[src/rtl/ps2_scancode_receiver_pkg.sv]
// Shared definitions for the PS/2 scan-code receiver:
// FSM encoding, prefix bytes, error codes and a parity helper.
package ps2_scancode_receiver_pkg;

    typedef enum logic [1:0] {
        ST_IDLE   = 2'd0,
        ST_DATA   = 2'd1,
        ST_PARITY = 2'd2,
        ST_STOP   = 2'd3
    } state_e;

    typedef logic [1:0] err_code_t;

    localparam logic [7:0] PS2_BREAK = 8'hF0;
    localparam logic [7:0] PS2_EXT   = 8'hE0;

    localparam err_code_t ERR_NONE    = 2'b00;
    localparam err_code_t ERR_PARITY  = 2'b01;
    localparam err_code_t ERR_STOP    = 2'b10;
    localparam err_code_t ERR_TIMEOUT = 2'b11;

    // PS/2 uses odd parity over the 8 data bits plus the parity bit.
    function automatic logic parity_ok(input logic [7:0] b, input logic p);
        return ^{b, p};
    endfunction

endpackage

[src/rtl/ps2_scancode_receiver_if.sv]
// Scan-code delivery bundle from the receiver to the keyboard logic.
// master drives the bundle, slave observes it.
interface ps2_scancode_receiver_if;
    import ps2_scancode_receiver_pkg::*;

    logic [7:0] oScanCode;
    logic       oValid;
    logic       oBreak;
    logic       oExtended;
    logic       oError;
    err_code_t  oErrCode;

    modport master (
        output oScanCode, oValid, oBreak, oExtended, oError, oErrCode
    );

    modport slave (
        input oScanCode, oValid, oBreak, oExtended, oError, oErrCode
    );

endinterface

[src/rtl/ps2_line_filter.sv]
// Two-flop synchroniser followed by a FILTER_LEN-sample glitch filter.
// The filtered level only moves when the whole window agrees.
module ps2_line_filter #(
    parameter int unsigned FILTER_LEN = 8
) (
    input  logic clk_i,
    input  logic rst_ni,
    input  logic line_i,
    output logic level_o
);

    logic                  meta_q;
    logic [FILTER_LEN-1:0] samp_q, samp_d;
    logic                  level_q, level_d;

    // Shift the second synchroniser stage into the window; hold the
    // level unless every sample in the window agrees.
    always_comb begin
        samp_d  = (samp_q << 1) | FILTER_LEN'(meta_q);
        level_d = level_q;
        if (&samp_q) begin
            level_d = 1'b1;
        end else if (~|samp_q) begin
            level_d = 1'b0;
        end
    end

    // Registers reset to the idle-high bus level.
    always_ff @(posedge clk_i or negedge rst_ni) begin
        if (!rst_ni) begin
            meta_q  <= 1'b1;
            samp_q  <= '1;
            level_q <= 1'b1;
        end else begin
            meta_q  <= line_i;
            samp_q  <= samp_d;
            level_q <= level_d;
        end
    end

    assign level_o = level_q;

endmodule

[src/rtl/ps2_scancode_receiver.sv]
// PS/2 keyboard frame receiver: filters the raw lines, deserialises
// frames, checks parity/stop, watches for stalls and folds F0/E0 prefixes.
module ps2_scancode_receiver
    import ps2_scancode_receiver_pkg::*;
#(
    parameter int unsigned FILTER_LEN     = 8,
    parameter int unsigned TIMEOUT_CYCLES = 50000,
    parameter int unsigned TIMEOUT_W      = 16
) (
    input  logic Clock,
    input  logic Reset,
    input  logic iPS2Clk,
    input  logic iPS2Data,
    ps2_scancode_receiver_if.master bus
);

    localparam logic [TIMEOUT_W-1:0] WDOG_LAST =
        TIMEOUT_W'(TIMEOUT_CYCLES - 1);

    logic clk_f;
    logic data_f;
    logic clk_prev_q;
    logic fall;
    logic timeout;

    state_e                 state_q, state_d;
    logic [2:0]             cnt_q, cnt_d;
    logic [7:0]             shreg_q, shreg_d;
    logic                   par_q, par_d;
    logic [TIMEOUT_W-1:0]   wdog_q, wdog_d;
    logic                   pbrk_q, pbrk_d;
    logic                   pext_q, pext_d;
    logic [7:0]             scan_q, scan_d;
    logic                   valid_q, valid_d;
    logic                   brk_q, brk_d;
    logic                   ext_q, ext_d;
    logic                   err_q, err_d;
    err_code_t              code_q, code_d;

    ps2_line_filter #(.FILTER_LEN(FILTER_LEN)) u_clk_filt (
        .clk_i   (Clock),
        .rst_ni  (Reset),
        .line_i  (iPS2Clk),
        .level_o (clk_f)
    );

    ps2_line_filter #(.FILTER_LEN(FILTER_LEN)) u_data_filt (
        .clk_i   (Clock),
        .rst_ni  (Reset),
        .line_i  (iPS2Data),
        .level_o (data_f)
    );

    // A falling filtered clock is the only moment data is sampled;
    // an edge in the expiry cycle cancels the timeout.
    assign fall    = clk_prev_q & ~clk_f;
    assign timeout = (state_q != ST_IDLE) && !fall && (wdog_q == WDOG_LAST);

    // State register and all held outputs.
    always_ff @(posedge Clock or negedge Reset) begin
        if (!Reset) begin
            clk_prev_q <= 1'b1;
            state_q    <= ST_IDLE;
            cnt_q      <= '0;
            shreg_q    <= '0;
            par_q      <= 1'b0;
            wdog_q     <= '0;
            pbrk_q     <= 1'b0;
            pext_q     <= 1'b0;
            scan_q     <= '0;
            valid_q    <= 1'b0;
            brk_q      <= 1'b0;
            ext_q      <= 1'b0;
            err_q      <= 1'b0;
            code_q     <= ERR_NONE;
        end else begin
            clk_prev_q <= clk_f;
            state_q    <= state_d;
            cnt_q      <= cnt_d;
            shreg_q    <= shreg_d;
            par_q      <= par_d;
            wdog_q     <= wdog_d;
            pbrk_q     <= pbrk_d;
            pext_q     <= pext_d;
            scan_q     <= scan_d;
            valid_q    <= valid_d;
            brk_q      <= brk_d;
            ext_q      <= ext_d;
            err_q      <= err_d;
            code_q     <= code_d;
        end
    end

    // Next-state: frame sequencing, bit shifting and the watchdog.
    always_comb begin
        state_d = state_q;
        cnt_d   = cnt_q;
        shreg_d = shreg_q;
        par_d   = par_q;
        wdog_d  = (state_q == ST_IDLE || fall) ? '0 : wdog_q + 1'b1;
        if (timeout) begin
            state_d = ST_IDLE;
        end else if (fall) begin
            unique case (state_q)
                ST_IDLE: begin
                    if (!data_f) begin
                        state_d = ST_DATA;
                        cnt_d   = '0;
                    end
                end
                ST_DATA: begin
                    shreg_d = {data_f, shreg_q[7:1]};
                    cnt_d   = cnt_q + 1'b1;
                    if (cnt_q == 3'd7) begin
                        state_d = ST_PARITY;
                    end
                end
                ST_PARITY: begin
                    par_d   = data_f;
                    state_d = ST_STOP;
                end
                ST_STOP: begin
                    state_d = ST_IDLE;
                end
                default: begin
                    state_d = ST_IDLE;
                end
            endcase
        end
    end

    // Outputs: evaluate the frame at the stop edge, fold prefixes,
    // and report errors; any error drops the pending prefixes.
    always_comb begin
        scan_d  = scan_q;
        brk_d   = brk_q;
        ext_d   = ext_q;
        code_d  = code_q;
        valid_d = 1'b0;
        err_d   = 1'b0;
        pbrk_d  = pbrk_q;
        pext_d  = pext_q;
        if (fall && state_q == ST_STOP) begin
            if (!data_f) begin
                err_d  = 1'b1;
                code_d = ERR_STOP;
                pbrk_d = 1'b0;
                pext_d = 1'b0;
            end else if (!parity_ok(shreg_q, par_q)) begin
                err_d  = 1'b1;
                code_d = ERR_PARITY;
                pbrk_d = 1'b0;
                pext_d = 1'b0;
            end else if (shreg_q == PS2_BREAK) begin
                pbrk_d = 1'b1;
            end else if (shreg_q == PS2_EXT) begin
                pext_d = 1'b1;
            end else begin
                valid_d = 1'b1;
                scan_d  = shreg_q;
                brk_d   = pbrk_q;
                ext_d   = pext_q;
                pbrk_d  = 1'b0;
                pext_d  = 1'b0;
            end
        end else if (timeout) begin
            err_d  = 1'b1;
            code_d = ERR_TIMEOUT;
            pbrk_d = 1'b0;
            pext_d = 1'b0;
        end
    end

    assign bus.oScanCode = scan_q;
    assign bus.oValid    = valid_q;
    assign bus.oBreak    = brk_q;
    assign bus.oExtended = ext_q;
    assign bus.oError    = err_q;
    assign bus.oErrCode  = code_q;

endmodule

[src/flat_wrapper.sv]
// flat-port wrapper written by rule: the top's interface ports become plain ports
module ps2_scancode_receiver_flat import ps2_scancode_receiver_pkg::*;
#(
    parameter int unsigned FILTER_LEN     = 8,
    parameter int unsigned TIMEOUT_CYCLES = 50000,
    parameter int unsigned TIMEOUT_W      = 16
)
  (Clock, Reset, iPS2Clk, iPS2Data, bus_oScanCode, bus_oValid, bus_oBreak, bus_oExtended, bus_oError, bus_oErrCode);
  ps2_scancode_receiver_if bus_i ();
  input  logic Clock;
  input  logic Reset;
  input  logic iPS2Clk;
  input  logic iPS2Data;
  output wire logic [$bits(bus_i.oScanCode)-1:0] bus_oScanCode;
  output wire logic [$bits(bus_i.oValid)-1:0] bus_oValid;
  output wire logic [$bits(bus_i.oBreak)-1:0] bus_oBreak;
  output wire logic [$bits(bus_i.oExtended)-1:0] bus_oExtended;
  output wire logic [$bits(bus_i.oError)-1:0] bus_oError;
  output wire logic [$bits(bus_i.oErrCode)-1:0] bus_oErrCode;
  assign bus_oScanCode = bus_i.oScanCode;
  assign bus_oValid = bus_i.oValid;
  assign bus_oBreak = bus_i.oBreak;
  assign bus_oExtended = bus_i.oExtended;
  assign bus_oError = bus_i.oError;
  assign bus_oErrCode = bus_i.oErrCode;
  ps2_scancode_receiver #(.FILTER_LEN(FILTER_LEN), .TIMEOUT_CYCLES(TIMEOUT_CYCLES), .TIMEOUT_W(TIMEOUT_W)) u_core (.Clock(Clock), .Reset(Reset), .iPS2Clk(iPS2Clk), .iPS2Data(iPS2Data), .bus(bus_i));
endmodule
[config.mk]
export PLATFORM = sky130hd
export DESIGN_NAME = ps2_scancode_receiver_flat
export DESIGN_NICKNAME = d
export VERILOG_FILES = /design/src/rtl/ps2_scancode_receiver_pkg.sv /design/src/rtl/ps2_scancode_receiver_if.sv /design/src/rtl/ps2_line_filter.sv /design/src/rtl/ps2_scancode_receiver.sv /design/src/flat_wrapper.sv
export SDC_FILE = /design/constraint.sdc
export NUM_CORES = 1
export LEC_CHECK = 0
export CORE_ASPECT_RATIO = 0.8
export CORE_UTILIZATION = 62
export CTS_CLUSTER_DIAMETER = 200
export DETAILED_ROUTE_END_ITERATION = 8
export GPL_ROUTABILITY_DRIVEN = 0
export GPL_TIMING_DRIVEN = 0
export PLACE_DENSITY = 0.93
export SLEW_MARGIN = 20
export SYNTH_ARGS = -nofsm -noshare
export SYNTH_HDL_FRONTEND = slang
export SYNTH_SLANG_ARGS = --single-unit
[constraint.sdc]
create_clock -name Clock -period 3.2 [get_ports Clock]
set_input_delay 0.64 -clock Clock [delete_from_list [all_inputs] [get_ports Clock]]
set_output_delay 0.64 -clock Clock [all_outputs]
set_load 0.03 [all_outputs]
==> results of run 1 <==
metal layers:
metal | GRT usage [%] | vias up | routed length, um
met5 | 0 | - | 0
li1 | - | 837 | -
met2 | 40.0 | 53 | 2440
met4 | 11.8 | 0 | 108
met1 | 30.8 | 894 | 2360
met3 | 7.15 | 12 | 289
report_power, final:
part           total [uW]  switching (uW)  leakage (uW)  internal [uW]
clock                 709             344     0.0000962            364
sequential           1010            77.7      0.000854            935
combinational         319             182      0.000544            137
placed cells by master, fill, tap and decap left out, types with 2 or more instances in the layout:
master / Yosys / final
clkbuf_1: 3 / 3
nor4b_1: 2 / 2
clkdlybuf4s50_1: 0 / 16
o21ai_0: 2 / 2
o21ai_1: 6 / 6
ha_1: 7 / 7
nor2_1: 23 / 23
nand4_1: 6 / 6
clkbuf_8: 0 / 9
clkinvlp_4: 0 / 2
a21oi_1: 6 / 6
nand2_1: 9 / 9
o41ai_1: 2 / 2
xnor2_1: 7 / 7
o22a_1: 2 / 2
or3_1: 4 / 4
inv_1: 6 / 6
nor4_1: 2 / 2
or4_1: 3 / 3
nand4b_1: 2 / 2
a32o_1: 2 / 2
mux2_4: 8 / 8
xor2_1: 7 / 7
and3_1: 2 / 2
dfstp_2: 21 / 21
nor2b_1: 4 / 4
nand3_1: 8 / 8
inv_6: 0 / 2
dfrtp_1: 46 / 46
mux2_1: 10 / 10
or4b_1: 2 / 2
nor3_1: 3 / 3
metrics by stage:
step / setup slack [ns] / cell area (um^2) / cells / util, %
3_5_place_dp: 1.05 / 3120 / 295 / 72.7
5_1_grt: 0.945 / 3320 / 311 / 77.4
3_3_place_gp: -0.561 / 3090 / 294 / 72.2
6_report: 1.01 / 3320 / 311 / 77.4
4_1_cts: 1.02 / 3320 / 311 / 77.4
2_1_floorplan: 1.22 / 2850 / 220 / -
cell usage after synthesis:
cell | count | area (um^2)
nand4_1 | 6 | 37.5
clkbuf_1 | 3 | 11.3
and2_1 | 1 | 6.26
nor4bb_1 | 1 | 10.0
nand2b_4 | 1 | 13.8
dfstp_2 | 21 | 552
and4_1 | 1 | 8.76
nor4b_1 | 2 | 17.5
mux2i_1 | 1 | 10.0
nand4b_1 | 2 | 17.5
xnor3_1 | 1 | 22.5
nor2_1 | 23 | 86.3
and3_1 | 2 | 12.5
mux2_1 | 10 | 113
nand2_1 | 9 | 33.8
nand3_1 | 8 | 40.0
nor2b_1 | 4 | 25.0
mux2i_4 | 1 | 22.5
inv_1 | 6 | 22.5
inv_2 | 1 | 3.75
or4b_1 | 2 | 20.0
o21bai_1 | 1 | 7.51
a211oi_1 | 1 | 7.51
buf_12 | 1 | 20.0
o21ai_1 | 6 | 30.0
o41ai_1 | 2 | 17.5
xnor2_1 | 7 | 61.3
o21ai_0 | 2 | 10.0
or4_1 | 3 | 22.5
ha_1 | 7 | 87.6
o22a_1 | 2 | 17.5
a21oi_1 | 6 | 30.0
xor3_1 | 1 | 23.8
a32o_1 | 2 | 20.0
or3_1 | 4 | 25.0
mux2_4 | 8 | 120
or2_1 | 1 | 6.26
a21boi_1 | 1 | 7.51
nor3_1 | 3 | 15.0
a2bb2oi_1 | 1 | 8.76
nor4_1 | 2 | 12.5
dfrtp_1 | 46 | 1150
xor2_1 | 7 | 61.3
sequential cells by signal, indices dropped and copies added (netlist names), 2 cells and up:
signal,count
u_core.cnt_q,3
u_core.bus.oErrCode,2
u_core.wdog_q,16
u_core.shreg_q,8
u_core.bus.oScanCode,8
u_core.u_clk_filt.samp_q,8
u_core.state_q,2
u_core.u_data_filt.samp_q,8
worst paths after layout:
kind | startpoint | slack [ns] | end
worst min register to register | u_core.u_clk_filt.meta_q$_DFF_PN1_ | 0.36 | u_core.u_clk_filt.samp_q[0]$_DFF_PN1_
worst min-delay path | Reset | 0.11 | u_core.bus.oBreak$_DFFE_PN0P_
worst max-delay path | u_core.shreg_q[4]$_DFFE_PN0P_ | 1.01 | u_core.bus.oScanCode[6]$_DFFE_PN0P_
max in group asynchronous | Reset | 2.52 | u_core.u_clk_filt.samp_q[3]$_DFF_PN1_
worst max register to register | u_core.shreg_q[4]$_DFFE_PN0P_ | 1.01 | u_core.bus.oScanCode[6]$_DFFE_PN0P_
min in group Clock | u_core.u_clk_filt.meta_q$_DFF_PN1_ | 0.36 | u_core.u_clk_filt.samp_q[0]$_DFF_PN1_
area by class of cell:
type / instances / area (um^2)
flip-flops and latches: 67 / 1700
clock buffers: 9 / 124
plain buffers: 4 / 31.3
fillers: 246 / 967
well taps: 57 / 71.3
repair buffers: 18 / 195
inverters: 7 / 26.3
multi-input cells: 142 / 1090
clock inverters: 7 / 76.3
worst max-delay path, stage by stage, from the launching register on:
cell and delay [ns]:
dfrtp_1 0.47, xor2_1 0.18, xnor3_1 0.44, mux2i_4 0.33, nand2b_4 0.20, buf_12 0.15, mux2_4 0.31
logic make-up after synthesis:
group	Yosys count	share of synthesized area, %
AOI/OAI and AO/OA	24	5.49
xor gates and xnor gates	16	5.93
buffers and inverters	11	2.02
DFF	67	59.8
and+or+nand+nor	75	14.4
adders and majority gates	7	3.07
muxes	20	9.31
==> summary.md, run 1 <==
| Metric | Value |
|---|---|
| Status | `complete, no violations` |
| First-pass GRT wire length | `8.97 mm` |
| Placed wire-length estimate | `3.44 mm` |
| Pwr Total | `2040 uW` |
| DRT Pass-1 Iters | `4` |
| CORE AREA | `4280 um^2` |
| Vias/cell | `5.77` |
| Post-CTS sizing | `0` |
| CTS tree | `built` |
| Ports | `18` |
| Initial antenna violation count | `0` |
| Worst vdd ir | `0.485 mV` |
| Die area | `slightly below 5000 um^2` |
| Startpoint types | `flip-flop` |
| Hold Path Class | `in -> async` |
| H-tree Lvls | `3` |
| GRT Total Usage | `24.8%` |
| Reg clk slew, reported paths | `0.08 ns` |
| Slew Viols, Final | `0` |
| Final period util | `68.4%` |
| Arrival time at the worst endpoint | `2.42 ns` |
| Clock sink count | `67` |
| Clock latency on the worst-skew pair | `0.36 ns` |
| # rows | `21` |
| Measured slew at the worst slew-check pin | `0.522 ns` |
| Power density cells | `615 nW/um^2` |
| Final nets | `260` |
| WL final | `5.20 mm` |
| Synth Instances | `220` |
| Yosys warning total | `0` |
| Largest net degree at the start of global routing | `between 50 and 60` |
| Clock skew | `0.0119 ns` |
| Maxcap violations | `0` |
| Post-CTS setup buffers | `0` |
| Req. time, crit path | `3.44 ns` |
| FF+latch count, synth | `between 60 and 70` |
| Chip height | `between 60 and 70 um` |
| Synth cell types | `43` |
| Worst reg2reg path depth | `6` |
| Area Growth Syn to Fin | `16.4%` |
| 1st-iter DRT viols | `110` |
| Layout cells sized above 1 | `about a fifth` |
| Seq/Total Area, Yosys | `59.8%` |
| Chip width | `a little under 80 um` |
| Hold WS | `0.112 ns` |
| Initial Util | `66.5%` |
| Synth Net Count | `between 200 and 250` |
| Buffers on Ports | `17` |
| RSZ-0062 raised after global routing | `no` |
| Vias in the first global route | `~1.9k` |
| Synthesized area | `between 2000 and 3000 um^2` |
| Syn_area_per_cell | `12.9 um^2` |
| Min Tclk post-route | `2.19 ns` |
| Crit. End Element | `flip-flop` |
| Via count | `around 1.8k` |
| Slew HR | `65.2%` |
| Final Hold Vio Count | `0` |
| Ant diodes | `0` |
| Max Freq | `457 MHz` |
| CTS Hold Bufs | `0` |
| Final setup violation count | `0` |
| Clk buf depth | `2` |
| DRT antenna net count | `0` |
| DRC viols | `0` |
| Total congestion overflow | `0` |
| Avg WL per Cell | `16.7 um` |
| TritonCTS Buffers | `9` |
| Clock root buffer | `clkbuf_8` |
| Setup TNS | `0 ns` |
| LEAKAGE | `0.00149 uW` |
| Critical Path Fanout Max | `10` |
| Crit Path Category | `reg -> reg` |
No activity file was read; power rests on OpenSTA's default activity.
==> inputs of run 2 (changes only) <==
--- a/config.mk
+++ b/config.mk
@@ -6,12 +6,12 @@
 export NUM_CORES = 1
 export LEC_CHECK = 0
 export CORE_ASPECT_RATIO = 0.8
-export CORE_UTILIZATION = 62
+export CORE_UTILIZATION = 52
 export CTS_CLUSTER_DIAMETER = 200
 export DETAILED_ROUTE_END_ITERATION = 8
 export GPL_ROUTABILITY_DRIVEN = 0
 export GPL_TIMING_DRIVEN = 0
-export PLACE_DENSITY = 0.93
+export PLACE_DENSITY = 0.84
 export SLEW_MARGIN = 20
 export SYNTH_ARGS = -nofsm -noshare
 export SYNTH_HDL_FRONTEND = slang
==> constraint.sdc (replaced) <==
create_clock -name Clock -period 1.85 [get_ports Clock]
set_input_delay 0.37 -clock Clock [delete_from_list [all_inputs] [get_ports Clock]]
set_output_delay 0.37 -clock Clock [all_outputs]
set_load 0.03 [all_outputs]
==> run 2 against run 1 <==
  * The flow now finishes with violations (design-rule violations, negative setup slack)
  * Via count down 1.6%
  * Sequential cell count unchanged
  * Cell area rose by 4.5%
  * Routed wire length fell by 7.3%
  * Worst hold slack better by 0.24 ns
  * Global-route usage down 4.6 points
  * Clock skew is 0.0022 ns lower
  * Core utilization down 10 points
  * First-iteration DRC count is 0.91% higher
  * Sequential power grew 72%
  * Count of clock-buffer cells in the layout is 3 higher
  * Setup slack worse by 1.1 ns
  * Largest cell class unchanged
==> summary.md, run 2 (same netlist as run 1, synthesis figures left out) <==
| Metric | Value |
|---|---|
| Status | `complete, but fails checks` |
| Failing checks | `design-rule violations, negative setup slack` |
| Switch Pwr | `982 uW` |
| Cell Area, Placed | `3120 um^2` |
| Startpoint types | `flip-flop` |
| Ports | `18` |
| Setup TNS | `-0.939 ns` |
| Total congestion overflow | `0` |
| Largest register by flop count | `u_core.wdog_q` |
| Avg WL per Cell | `between 15 and 20 um` |
| Largest net degree at the start of global routing | `47` |
| DRT antenna net count | `0` |
| Chip width | `84.8 um` |
| # rows | `23` |
| Final nets | `264` |
| Initial antenna violation count | `0` |
| Largest register FFs | `16` |
| CP max stage cell | `xnor3_1` |
| DRC viols | `2` |
| Chip height | `68.2 um` |
| Flop pwr share | `45.4%` |
| LEAKAGE | `around 0.0016 uW` |
| Hold WS | `roughly 0.36 ns` |
| Placed Cells | `300` |
| Placed wire-length estimate | `3.15 mm` |
| Reg clk slew, reported paths | `0.07 ns` |
| Critical Path Fanout Max | `10` |
| Crit. End Element | `flip-flop` |
| Arrival time at the worst endpoint | `2.19 ns` |
| GRT Total Usage | `20.2%` |
| WL final | `4.82 mm` |
| CP cell instances | `xnor2_1 > xnor3_1 > mux2i_4 > nand2b_4 > buf_12 > mux2_4` |
| Final Non-Filler Cells | `320` |
| RSZ-0062 raised after global routing | `yes` |
| Clk buf depth | `2` |
| 1st-iter DRT viols | `111` |
| Slowest stage delay, CP | `0.43 ns` |
| Buffers on Ports | `17` |
| Switch share | `25.6%` |
| Clock latency on the worst-skew pair | `0.35 ns` |
| Crit Path Category | `reg -> reg` |
| Die area | `~5800 um^2` |
| Logic pwr share | `15.5%` |
| Vias in the first global route | `1792` |
| Ant diodes | `0` |
| Pwr Total | `3840 uW` |
| H-tree Lvls | `3` |
| Initial Util | `a little under three fifths` |
| TritonCTS Buffers | `9` |
| Final Hold Vio Count | `0` |
| Clock skew | `0.00968 ns` |
| Commonest cells after routing, fill and taps aside | `42 x dfrtp_1, 23 x nor2_1, 21 x dfstp_2` |
| DRT Pass-1 Iters | `6` |
| Slew HR | `74.3%` |
| Final setup violation count | `9` |
| Power density cells | `1110 nW/um^2` |
| Most common cell after layout, fill and taps aside | `dfrtp_1` |
| Area Growth Syn to Fin | `21.7%` |
| Vias/cell | `5.52` |
| CORE AREA | `5150 um^2` |
| First-pass GRT wire length | `between 8 and 9 mm` |
| Worst vdd ir | `approximately 0.69 mV` |
| Req. time, crit path | `2.08 ns` |
| Max Freq | `509 MHz` |
| Cell area after layout | `3470 um^2` |
| Maxcap violations | `0` |
| CTS tree | `built` |
| Layout cells sized above 1 | `a little over a quarter` |
| Hold Path Class | `reg -> reg` |
| Int Pwr | `2860 uW` |
| Via count | `1767` |
| Min Tclk post-route | `roughly 2.0 ns` |
| Slew Viols, Final | `0` |
| Setup slack after layout | `-0.116 ns` |
| Clock power share | `approximately two fifths` |
| Final period util | `106%` |
| Clock root buffer | `clkbuf_8` |
| Measured slew at the worst slew-check pin | `0.385 ns` |
| Clock sink count | `67` |
[run 2: cell types whose count changed in the layout (fill, tap and decap cells not counted), moves of 2 or more]
cell,before,now
buf_4,1,5
dfrtp_1,46,42
dfrtp_2,0,4
bufinv_16,1,3
clkbuf_8,9,11
inv_6,2,0
nor4_1,2,0
nor4_2,0,2
[run 2: path summary, 6_finish.rpt]
kind | slack, ns | to | cells past startpoint | from
max in group asynchronous | 0.81 | u_core.u_clk_filt.samp_q[3]$_DFF_PN1_ | 3 | Reset
setup / recovery | -0.12 | u_core.bus.oScanCode[2]$_DFFE_PN0P_ | 6 | u_core.shreg_q[6]$_DFFE_PN0P_
min in group asynchronous | 0.47 | u_core.wdog_q[15]$_DFF_PN0_ | 2 | Reset
setup reg to reg | -0.12 | u_core.bus.oScanCode[2]$_DFFE_PN0P_ | 6 | u_core.shreg_q[6]$_DFFE_PN0P_
hold reg to reg | 0.36 | u_core.u_clk_filt.samp_q[0]$_DFF_PN1_ | 0 | u_core.u_clk_filt.meta_q$_DFF_PN1_
hold / removal | 0.36 | u_core.u_clk_filt.samp_q[0]$_DFF_PN1_ | 0 | u_core.u_clk_filt.meta_q$_DFF_PN1_
[run 2: power groups by stage]
stage               sequential, uW  clock (uW)  combinational, uW
floorplan                     1770           0                373
global placement              1760           0                528
detailed placement            1770           0                566
CTS                           1740        1540                597
global route                  1760        1600                670
finish                        1740        1500                597
[run 2: area by class of cell]
class	count	area, um^2
Buffer	3	28.8
Inverter	7	26.3
Multi-Input combinational cell	142	1140
Fill cell	373	1690
Clock inverter	4	97.6
Timing Repair Buffer	23	235
Clock buffer	12	155
Sequential cell	67	1710
Tap cell	62	77.6
[run 2: repair_timing]
action	CTS	global route
resized for setup	7	9
hold buffers	1	0
setup endpoints to repair	24	20
pin swaps	0	3
hold endpoints to repair	12	0
cloned	0	0
setup buffers	4	0
[run 2: metrics by stage]
step	setup slack [ns]	utilization [%]
5_1_grt	-0.164	67.3
4_1_cts	-0.129	66.7
3_3_place_gp	-1.65	60.1
2_1_floorplan	-0.0939	-
6_report	-0.116	67.3
3_5_place_dp	-0.265	60.6
[run 2: metal layers]
| layer | wire [um] | share of wire [%] | up-vias | global-route usage (%) |
|---|---|---|---|---|
| li1 | - | - | 845 | - |
| met1 | 2230 | 46 | 888 | 25.2 |
| met2 | 2300 | 48 | 23 | 31.4 |
| met3 | 171 | 3.5 | 11 | 6.76 |
| met4 | 119 | 2.5 | 0 | 12.1 |
| met5 | 0 | 0 | - | 0 |
[run 2: worst max-delay path: cells and delay by family (launching register included)]
kind	cells	cell delay [ns]
xor+xnor	2	0.56
mux	2	0.56
flops	1	0.40
simple gates	1	0.18
buf+inv	1	0.14
==> inputs of run 3 (changes only) <==
--- a/config.mk
+++ b/config.mk
@@ -6,12 +6,12 @@
 export NUM_CORES = 1
 export LEC_CHECK = 0
 export CORE_ASPECT_RATIO = 0.8
-export CORE_UTILIZATION = 52
+export CORE_UTILIZATION = 62
 export CTS_CLUSTER_DIAMETER = 200
 export DETAILED_ROUTE_END_ITERATION = 8
 export GPL_ROUTABILITY_DRIVEN = 0
 export GPL_TIMING_DRIVEN = 0
-export PLACE_DENSITY = 0.84
+export PLACE_DENSITY = 0.93
 export SLEW_MARGIN = 20
 export SYNTH_ARGS = -nofsm -noshare
 export SYNTH_HDL_FRONTEND = slang
==> constraint.sdc (replaced) <==
create_clock -name Clock -period 2.3 [get_ports Clock]
set_input_delay 0.46 -clock Clock [delete_from_list [all_inputs] [get_ports Clock]]
set_output_delay 0.46 -clock Clock [all_outputs]
set_load 0.03 [all_outputs]
==> run 3 against run 2 <==
  * The run now ends clean
  * Clock skew up 0.0034 ns
  * Sequential cell count did not move
  * Core utilization up 10 points
  * Global-route usage increased by 4.6 points
  * Critical endpoint is now u_core.bus.oScanCode[6]$_DFFE_PN0P_
  * Largest power group unchanged
==> summary.md, run 3 (same netlist as run 1, synthesis figures left out) <==
| Metric | Value |
|---|---|
| # rows | `21` |
| Hold Crit Start | `u_core.u_clk_filt.meta_q$_DFF_PN1_` |
| Layout cells sized above 1 | `20.0%` |
| Chip height | `~63 um` |
| Measured slew at the worst slew-check pin | `between 0.5 and 0.6 ns` |
| Maxcap violations | `0` |
| Clk buf depth | `2` |
| Total congestion overflow | `0` |
| Final nets | `about 260` |
| Status | `complete, no violations` |
| Req. time, crit path | `2.54 ns` |
| CTS tree | `built` |
| TritonCTS Buffers | `9` |
| Placed wire-length estimate | `3.44 mm` |
| Clock power share | `34.7%` |
| GRT Total Usage | `24.8%` |
| Final period util | `95.0%` |
| DRT Pass-1 Iters | `4` |
| H-tree Lvls | `3` |
| Initial antenna violation count | `0` |
| Slew HR | `65.4%` |
| Worst reg2reg path depth | `6` |
| Ant diodes | `0` |
| Clock skew | `between 0.01 and 0.015 ns` |
| Die area | `~5000 um^2` |
| Switch Pwr | `841 uW` |
| Via count | `1792` |
| Buffers on Ports | `17` |
| Avg WL per Cell | `~17 um` |
| Arrival time at the worst endpoint | `around 2.4 ns` |
| Flop pwr share | `between 40% and 50%` |
| Reg clk slew, reported paths | `0.07 ns` |
| Commonest cells after routing, fill and taps aside | `46 x dfrtp_1, 23 x nor2_1, 21 x dfstp_2` |
| Reg2Reg Setup Slack | `roughly 0.12 ns` |
| Critical R2R Launch | `u_core.shreg_q[4]$_DFFE_PN0P_` |
| Most common cell after layout, fill and taps aside | `dfrtp_1` |
| Final setup violation count | `0` |
| Logic pwr share | `15.7%` |
| RR Endpoint | `u_core.bus.oScanCode[6]$_DFFE_PN0P_` |
| 1st-iter DRT viols | `110` |
| Vias/cell | `5.74` |
| Clock sink count | `67` |
| Worst vdd ir | `0.676 mV` |
| Final Hold Vio Count | `0` |
| Startpoint types | `flip-flop` |
| First-pass GRT wire length | `around 9 mm` |
| LEAKAGE | `0.00150 uW` |
| Switch share | `29.6%` |
| Vias in the first global route | `between 1.5k and 2k` |
| Largest register FFs | `16` |
| Cell Area, Placed | `3120 um^2` |
| DRC viols | `0` |
| Critical Path Fanout Max | `10` |
| Max Freq | `458 MHz` |
| Post-CTS sizing | `0` |
| Met1 Track Usage GR | `30.8%` |
| Cell area after layout | `3330 um^2` |
| Largest net degree at the start of global routing | `57` |
| Hold WS | `0.356 ns` |
| Int Pwr | `2000 uW` |
| CORE AREA | `4280 um^2` |
| WL final | `around 5.2 mm` |
| Chip width | `77.8 um` |
| Min Tclk post-route | `2.18 ns` |
| Area Growth Syn to Fin | `16.7%` |
| Clock latency on the worst-skew pair | `about 0.36 ns` |
| Hold Path Depth | `0` |
| Initial Util | `66.5%` |
| Hold Path End | `u_core.u_clk_filt.samp_q[0]$_DFF_PN1_` |
| Met2 Use GR | `40.2%` |
| Hold Path Class | `reg -> reg` |
| Crit Path Category | `reg -> reg` |
| Ports | `18` |
| RSZ-0062 raised after global routing | `no` |
| Met3 usage | `7.15%` |
| Slew Viols, Final | `0` |
| Most Crowded Layer GR | `met2` |
| Crit. End Element | `flip-flop` |
| Power density cells | `854 nW/um^2` |
| Largest register by flop count | `u_core.wdog_q` |
| DRT antenna net count | `0` |
| Layout Utilization | `roughly 78%` |
| Clock root buffer | `clkbuf_8` |
run 3: repair_timing:
item,in CTS,in global routing
hold endpoints to repair,8,0
hold buffers,1,0
setup buffers,0,0
run 3: area by class of cell:
cell class | count | area [um^2]
sequential | 67 | 1700
multi-input combinational | 142 | 1090
fill | 243 | 957
timing repair buffer | 19 | 205
clock buffer | 9 | 124
clock inverter | 7 | 76.3
tap | 57 | 71.3
buffer | 4 | 31.3
inverter | 7 | 26.3
run 3: critical path, stage by stage (launching register included):
cell and delay, ns:
dfrtp_1 0.47, xor2_1 0.17, xnor3_1 0.44, mux2i_4 0.33
nand2b_4 0.20, buf_12 0.15, mux2_4 0.31
run 3: worst max-delay path by stage:
| stage | from | end | slack, ns | depth (start not counted) |
|---|---|---|---|---|
| global route | u_core.wdog_q[12]$_DFF_PN0_ | u_core.bus.oErrCode[1]$_DFFE_PN0P_ | 0.04 | 5 |
| global placement | Reset | u_core.cnt_q[1]$_DFFE_PN0P_ | -1.28 | 1 |
| finish | u_core.shreg_q[4]$_DFFE_PN0P_ | u_core.bus.oScanCode[6]$_DFFE_PN0P_ | 0.12 | 6 |
| floorplan | u_core.shreg_q[1]$_DFFE_PN0P_ | u_core.bus.oBreak$_DFFE_PN0P_ | 0.32 | 6 |
| detailed placement | u_core.shreg_q[4]$_DFFE_PN0P_ | u_core.bus.oBreak$_DFFE_PN0P_ | 0.15 | 6 |
| CTS | u_core.shreg_q[4]$_DFFE_PN0P_ | u_core.bus.oScanCode[6]$_DFFE_PN0P_ | 0.12 | 6 |
run 3: power groups by stage:
stage                     logic (uW)  clock network, uW  registers [uW]
after floorplan                  294                  0            1420
after global placement           416                  0            1420
after detailed placement         445                  0            1430
after CTS                        451               1000            1410
after global routing             505               1050            1430
final                            445                987            1410
run 3: layer usage:
metal	vias to the layer above	routed length [um]
li1	837	-
met4	0	108
met2	49	2500
met5	-	0
met1	894	2330
met3	12	287
run 3: per-stage QoR:
stage / setup TNS (ns) / setup slack (ns) / total power, uW / std cells
after floorplan: 0 / 0.323 / 1710 / 220
after global placement: -70.81 / -1.28 / 1830 / 294
after detailed placement: 0 / 0.148 / 1870 / 295
after CTS: 0 / 0.123 / 2860 / 312
after global routing: 0 / 0.0448 / 2980 / 312
final: 0 / 0.116 / 2840 / 312
